$ cat src/rtl/lut_neuron_cfg_loader.sv
`default_nettype none
// ============================================================================
// Module      : lut_neuron_cfg_loader
// Description : Runtime-writable LUT neuron. A config stream fills a
//               2^IN_BITS x OUT_BITS truth table (distributed RAM). Once the
//               whole table has been loaded, registered lookups are served
//               with the lookup input used as the table address.
// Ports       : clk, rst          - clock, asynchronous active-high reset
//               cfg_start         - pulse, begins a (re)load from beat 0
//               cfg_valid/ready   - config beat handshake (ready in LOAD)
//               cfg_data          - CFG_W-bit config beat
//               cfg_done          - level, complete table resident
//               in_valid/in_data  - lookup request / address
//               out_valid/data    - lookup result, one cycle after request
//               lookup_miss       - pulse, request dropped (table not ready)
// Revision    : 1.0 - initial release
// ============================================================================
module lut_neuron_cfg_loader #(
    parameter int IN_BITS  = 8,
    parameter int OUT_BITS = 1,
    parameter int CFG_W    = 8
) (
    input  logic                clk,
    input  logic                rst,
    input  logic                cfg_start,
    input  logic                cfg_valid,
    output logic                cfg_ready,
    input  logic [CFG_W-1:0]    cfg_data,
    output logic                cfg_done,
    input  logic                in_valid,
    input  logic [IN_BITS-1:0]  in_data,
    output logic                out_valid,
    output logic [OUT_BITS-1:0] out_data,
    output logic                lookup_miss
);

    localparam int c_T    = (1 << IN_BITS) * OUT_BITS;
    localparam int c_B    = c_T / CFG_W;
    localparam int c_CW   = (c_B > 1) ? $clog2(c_B) : 1;
    localparam int c_IDXW = $clog2(c_T) + 1;

    localparam logic [c_CW-1:0] c_LAST = c_CW'(c_B - 1);

    localparam logic [1:0] c_EMPTY = 2'd0;
    localparam logic [1:0] c_LOAD  = 2'd1;
    localparam logic [1:0] c_READY = 2'd2;

    logic [1:0]          r_state;
    logic [1:0]          w_state_nxt;
    logic [c_CW-1:0]     r_cnt;
    logic [c_CW-1:0]     w_cnt_nxt;
    logic                w_accept;
    logic                w_hit;
    logic [c_IDXW-1:0]   w_wr_base;
    logic [c_IDXW-1:0]   w_rd_base;

    // Flat truth table; deliberately not reset so it maps onto LUT RAM.
    logic [c_T-1:0]      r_table;

    // Status flags decode straight from the state register, so an
    // asynchronous reset drops them immediately.
    assign cfg_ready = (r_state == c_LOAD);
    assign cfg_done  = (r_state == c_READY);

    assign w_hit     = in_valid && (r_state == c_READY);
    assign w_wr_base = c_IDXW'(r_cnt) * c_IDXW'(CFG_W);
    assign w_rd_base = c_IDXW'(in_data) * c_IDXW'(OUT_BITS);

    always_ff @(posedge clk or posedge rst) begin
        if (rst) begin
            r_state <= c_EMPTY;
            r_cnt   <= '0;
        end else begin
            r_state <= w_state_nxt;
            r_cnt   <= w_cnt_nxt;
        end
    end

    // A restart outranks a beat presented in the same cycle: that beat is
    // dropped and the load begins again from beat 0. On the final beat the
    // counter is held rather than wrapped.
    always_comb begin
        w_state_nxt = r_state;
        w_cnt_nxt   = r_cnt;
        w_accept    = 1'b0;
        if (cfg_start) begin
            w_state_nxt = c_LOAD;
            w_cnt_nxt   = '0;
        end else begin
            case (r_state)
                c_LOAD: begin
                    if (cfg_valid) begin
                        w_accept = 1'b1;
                        if (r_cnt == c_LAST) begin
                            w_state_nxt = c_READY;
                        end else begin
                            w_cnt_nxt = r_cnt + 1'b1;
                        end
                    end
                end
                c_EMPTY, c_READY: begin
                    w_state_nxt = r_state;
                end
                default: begin
                    w_state_nxt = c_EMPTY;
                    w_cnt_nxt   = '0;
                end
            endcase
        end
    end

    always_ff @(posedge clk) begin
        if (w_accept) begin
            r_table[w_wr_base +: CFG_W] <= cfg_data;
        end
    end

    // A lookup in the same cycle as a restart from READY still reads the old
    // table, because the state is READY during that cycle.
    always_ff @(posedge clk or posedge rst) begin
        if (rst) begin
            out_valid   <= 1'b0;
            out_data    <= '0;
            lookup_miss <= 1'b0;
        end else begin
            out_valid   <= w_hit;
            lookup_miss <= in_valid && !w_hit;
            if (w_hit) begin
                out_data <= r_table[w_rd_base +: OUT_BITS];
            end
        end
    end

endmodule
`default_nettype wire

$ cat config.mk
export PLATFORM = sky130hd
export DESIGN_NAME = lut_neuron_cfg_loader
export DESIGN_NICKNAME = d
export VERILOG_FILES = /design/src/rtl/lut_neuron_cfg_loader.sv
export SDC_FILE = /design/constraint.sdc
export NUM_CORES = 1
export LEC_CHECK = 0
export ABC_AREA = 1
export BUFFER_PORTS_ARGS = -buffer_cell sky130_fd_sc_hd__buf_2
export CAP_MARGIN = 10
export CORE_MARGIN = 2
export CORE_UTILIZATION = 45
export CTS_BUF_LIST = sky130_fd_sc_hd__clkbuf_4 sky130_fd_sc_hd__clkbuf_8 sky130_fd_sc_hd__clkbuf_16
export DETAILED_ROUTE_END_ITERATION = 6
export PLACE_DENSITY = 0.6
export SLEW_MARGIN = 10
export SYNTH_ARGS = -nofsm -noshare
export SYNTH_HDL_FRONTEND = slang
export SYNTH_SLANG_ARGS = --single-unit
$ cat constraint.sdc
create_clock -name clk -period 3.4 [get_ports clk]
set_input_delay 0.17 -clock clk [delete_from_list [all_inputs] [get_ports clk]]
set_output_delay 0.17 -clock clk [all_outputs]
set_load 0.005 [all_outputs]
==> metrics.json <==
{
  "type_of_the_setup_path_with_the_least_slack": "flop to flop",
  "remaining_drc_errors": 0,
  "post_route_clock_skew_ns": 0.0172,
  "layout-drive-gt1-share": 0.103,
  "synthDistinctLibCells": 34,
  "hold_viol": 0,
  "synth.largest_area_cell": "sky130_fd_sc_hd__edfxtp_1",
  "syn_area_per_cell_um2": 8.93,
  "finalWeightedCongestion": 0.914,
  "cts_sink_cnt": 266,
  "cts.repair.resized": 0,
  "stdcell_area_mm2": 0.0148,
  "die_height_um": 177,
  "multi_input_logic_area_mm2": 0.00456,
  "floorplan.initialDensity": 0.456,
  "io_pins": 26,
  "power.switching_fraction": 0.367,
  "detail_route.vias_per_cell": 5.45,
  "total_switching_power_mw": 3.39,
  "synth_top_cells_by_area": "sky130_fd_sc_hd__edfxtp_1 (57%), sky130_fd_sc_hd__nand3_1 (10%), sky130_fd_sc_hd__nand2_1 (10%), sky130_fd_sc_hd__nor2_1 (9.4%), sky130_fd_sc_hd__inv_1 (2.3%)",
  "placement.io_buffers": 25,
  "period_minus_slack_ns": 2.81,
  "worstPathMaxFanout": 72,
  "antenna_found_initial": 1,
  "floorplan.core_area_mm2": 0.0295,
  "area_after_detailed_placement_mm2": 0.0138,
  "die_footprint_mm2": 0.0312,
  "drtIter0Drc": 1118,
  "intPower_mw": 5.84,
  "cts_tree": "yes",
  "seqPwrFrac": 0.395,
  "number_of_vias_after_detailed_routing": 10442,
  "rrSetupSlack_ns": 0.59,
  "setup-violations-final": 0,
  "finish.net_count": 1527,
  "comb_power_share": 0.285,
  "grt_setup_unrepaired": "false",
  "result_of_the_run": "finished, final reports clean",
  "synthTopCellsByCount": "sky130_fd_sc_hd__nand2_1 (358), sky130_fd_sc_hd__nor2_1 (335), sky130_fd_sc_hd__nand3_1 (274), sky130_fd_sc_hd__edfxtp_1 (256), sky130_fd_sc_hd__inv_1 (81)",
  "rows": 63,
  "timing.slew.headroom": 0.373,
  "worstSetupEndpointType": "flop",
  "post_detailed_route_count_of_antenna_violating_nets": 0,
  "yosys.area.top_type_share": 0.572,
  "timing_max_transition_violations_final": 0,
  "timing.final.crit_share": 0.827,
  "clk_root_buffer_cell": "sky130_fd_sc_hd__clkbuf_16",
  "worst_ir_drop_vdd_uv": 468,
  "max_slew.worst_pin.slew_ns": 0.941,
  "worst_r2r_endpoint": "r_table[199]$_DFFE_PP_",
  "synth_async_sr_flop_share": 0.0376,
  "timing.hold.worst_path_depth": 5,
  "clk_pin_slew_worst_paths_ns": 0.06,
  "hp-start": "cfg_valid",
  "drt-total-wl_um": 36800,
  "worstHoldEndpoint": "r_cnt[0]$_DFFE_PP0P_",
  "clock_insertion_delay_worst_skew_ns": 0.56,
  "power.density_cell_area_mw_per_mm2": 625,
  "ys_seq_area_frac": 0.591,
  "clock_power_share": 0.319,
  "hold_path.class": "input port to flop",
  "grt.overflow.total": 0,
  "mappedNetlistNets": 1527,
  "ys_ff_latch": 266,
  "max_cap_viol_count": 0,
  "crit-reg2reg-launch": "r_cnt[1]$_DFFE_PP0P_",
  "required_ns": 3.80,
  "power_mw": 9.23,
  "syn_to_final_growth_pct": 9.88,
  "synthMostInstantiatedCell": "sky130_fd_sc_hd__nand2_1",
  "worstPathArrival_ns": 3.21,
  "fillers": 2833,
  "cts_buffers": 29,
  "seqCellArea_mm2": 0.00794,
  "power_leakage_nw": 5.28,
  "grt.total_usage": 0.241,
  "grt_pass1_wl_um": 57200,
  "cts.htree.levels": 1,
  "via_count_of_the_first_global_routing_pass": 9952,
  "cts_buffer_depth": 3,
  "critical_path.startpoint_type": "flop",
  "max_freq_mhz": 356,
  "postSynth.topFlopCell": "sky130_fd_sc_hd__edfxtp_1",
  "avgRoutedWirePerCell_um": 19.2,
  "drt_pass_1_iters": 6,
  "synth-warning-count": 0,
  "syn_inst": 1503,
  "finish.utilization": 0.501,
  "die_x_um": 177,
  "synth_edf_count": 256,
  "post_synthesis_instance_area_mm2": 0.0134,
  "depth_of_the_worst_register_to_register_path": 10,
  "hpwlAfterDp_um": 23900,
  "grt_start_max_net_pins": 129,
  "finalSetupTns_ns": 0
}
==> worst max-delay path, stage by stage (launching register included) <==
cell	delay, ns
sky130_fd_sc_hd__dfrtp_1	0.43
sky130_fd_sc_hd__inv_1	0.10
sky130_fd_sc_hd__ha_1	0.27
sky130_fd_sc_hd__nand2_1	0.16
sky130_fd_sc_hd__nor3_4	0.20
sky130_fd_sc_hd__inv_4	0.08
sky130_fd_sc_hd__nand2_4	0.14
sky130_fd_sc_hd__buf_4	0.68
sky130_fd_sc_hd__inv_2	0.07
sky130_fd_sc_hd__buf_4	0.30
sky130_fd_sc_hd__nor2_1	0.17
==> what timing repair did <==
| item | CTS | global route |
|---|---|---|
| hold endpoints to repair | 15 | 0 |
| hold buffers | 3 | 0 |
| setup endpoints to repair | 0 | 0 |
| buffers inserted | 0 | 0 |
==> final cells by class <==
| class | instances | share of cell area |
|---|---|---|
| antenna | 1 | 0.000170 |
| clock buffer | 35 | 0.0522 |
| clock inverter | 19 | 0.00831 |
| inverter | 96 | 0.0248 |
| multi-input combinational | 1040 | 0.309 |
| sequential | 266 | 0.538 |
| tap | 390 | 0.0331 |
| timing repair buffer | 70 | 0.0346 |
==> logic make-up (layout without fill, tap and decap cells) <==
kind of cell               after synthesis  count (layout)  synth area share
AOI/OAI and AO/OA                        9               9           0.00410
adders and majority gates                3               3           0.00280
buffers and inverters                  197             220            0.0699
and+or+nand+nor                       1026            1026             0.329
DFF                                    266             266             0.591
other                                    0               1                 0
xor gates and xnor gates                 2               2           0.00270
==> worst max path at each step <==
stage,startpoint,endpoint,slack [ns],cells past startpoint
5_1_grt,r_cnt[1]$_DFFE_PP0P_,r_table[161]$_DFFE_PP_,0.42,10
3_3_place_gp,r_cnt[0]$_DFFE_PP0P_,r_table[33]$_DFFE_PP_,0.68,8
6_report,r_cnt[1]$_DFFE_PP0P_,r_table[199]$_DFFE_PP_,0.59,10
3_5_place_dp,r_cnt[1]$_DFFE_PP0P_,r_table[188]$_DFFE_PP_,0.64,10
4_1_cts,r_cnt[1]$_DFFE_PP0P_,r_table[171]$_DFFE_PP_,0.63,10
2_1_floorplan,r_cnt[0]$_DFFE_PP0P_,r_table[176]$_DFFE_PP_,0.43,12
==> placed cells by master, fill, tap and decap left out, types with 2 or more instances in the layout <==
| cell | Yosys | routed |
|---|---|---|
| sky130_fd_sc_hd__a21oi_1 | 3 | 3 |
| sky130_fd_sc_hd__buf_12 | 0 | 3 |
| sky130_fd_sc_hd__buf_2 | 43 | 24 |
| sky130_fd_sc_hd__buf_4 | 26 | 40 |
| sky130_fd_sc_hd__clkbuf_16 | 0 | 29 |
| sky130_fd_sc_hd__clkbuf_4 | 0 | 6 |
| sky130_fd_sc_hd__clkinv_1 | 0 | 9 |
| sky130_fd_sc_hd__clkinv_2 | 0 | 4 |
| sky130_fd_sc_hd__clkinvlp_4 | 0 | 4 |
| sky130_fd_sc_hd__dfrtp_1 | 10 | 10 |
| sky130_fd_sc_hd__dlygate4sd3_1 | 0 | 3 |
| sky130_fd_sc_hd__edfxtp_1 | 256 | 256 |
| sky130_fd_sc_hd__ha_1 | 3 | 3 |
| sky130_fd_sc_hd__inv_1 | 81 | 81 |
| sky130_fd_sc_hd__inv_2 | 14 | 13 |
| sky130_fd_sc_hd__inv_4 | 1 | 2 |
| sky130_fd_sc_hd__nand2_1 | 358 | 358 |
| sky130_fd_sc_hd__nand2_2 | 3 | 3 |
| sky130_fd_sc_hd__nand2_4 | 3 | 3 |
| sky130_fd_sc_hd__nand3_1 | 274 | 273 |
| sky130_fd_sc_hd__nand3_2 | 1 | 2 |
| sky130_fd_sc_hd__nand4_1 | 12 | 12 |
| sky130_fd_sc_hd__nor2_1 | 335 | 335 |
| sky130_fd_sc_hd__nor2_2 | 3 | 3 |
| sky130_fd_sc_hd__nor3_1 | 18 | 18 |
| sky130_fd_sc_hd__nor3_4 | 2 | 2 |
| sky130_fd_sc_hd__nor4_2 | 9 | 9 |
| sky130_fd_sc_hd__o21ai_0 | 3 | 3 |
| sky130_fd_sc_hd__or2_2 | 4 | 4 |
==> flip-flops by register name, indices dropped and copies added (netlist names) <==
name and cells:
lookup_miss 1, out_data 1, out_valid 1, r_cnt 5
r_state 2, r_table 256
==> power by group through the flow <==
stage / clock, mW / combinational, mW / sequential, mW
after floorplan: 0 / 1.85 / 3.71
after global placement: 0 / 2.55 / 3.71
after detailed placement: 0 / 2.58 / 3.71
after CTS: 2.98 / 2.59 / 3.65
after global routing: 3.11 / 2.85 / 3.65
final: 2.95 / 2.63 / 3.65
==> stage by stage <==
stage / worst slack [ns] / hold WS, ns / cells
after floorplan: 0.430 / 0.0102 / 1503
after global placement: 0.684 / 0.166 / 1859
after detailed placement: 0.644 / 0.184 / 1859
after CTS: 0.627 / 0.0658 / 1916
after global routing: 0.424 / 0.0992 / 1916
final: 0.588 / 0.0907 / 1917
==> per-layer routing <==
layer / global-route usage / vias up / wire length (µm)
li1: - / 4987 / -
met1: 0.336 / 4996 / 15700
met2: 0.381 / 383 / 17000
met3: 0.0425 / 76 / 2920
met4: 0.0864 / 0 / 1130
met5: 0 / - / 0
(Power assumes the default switching activity.)
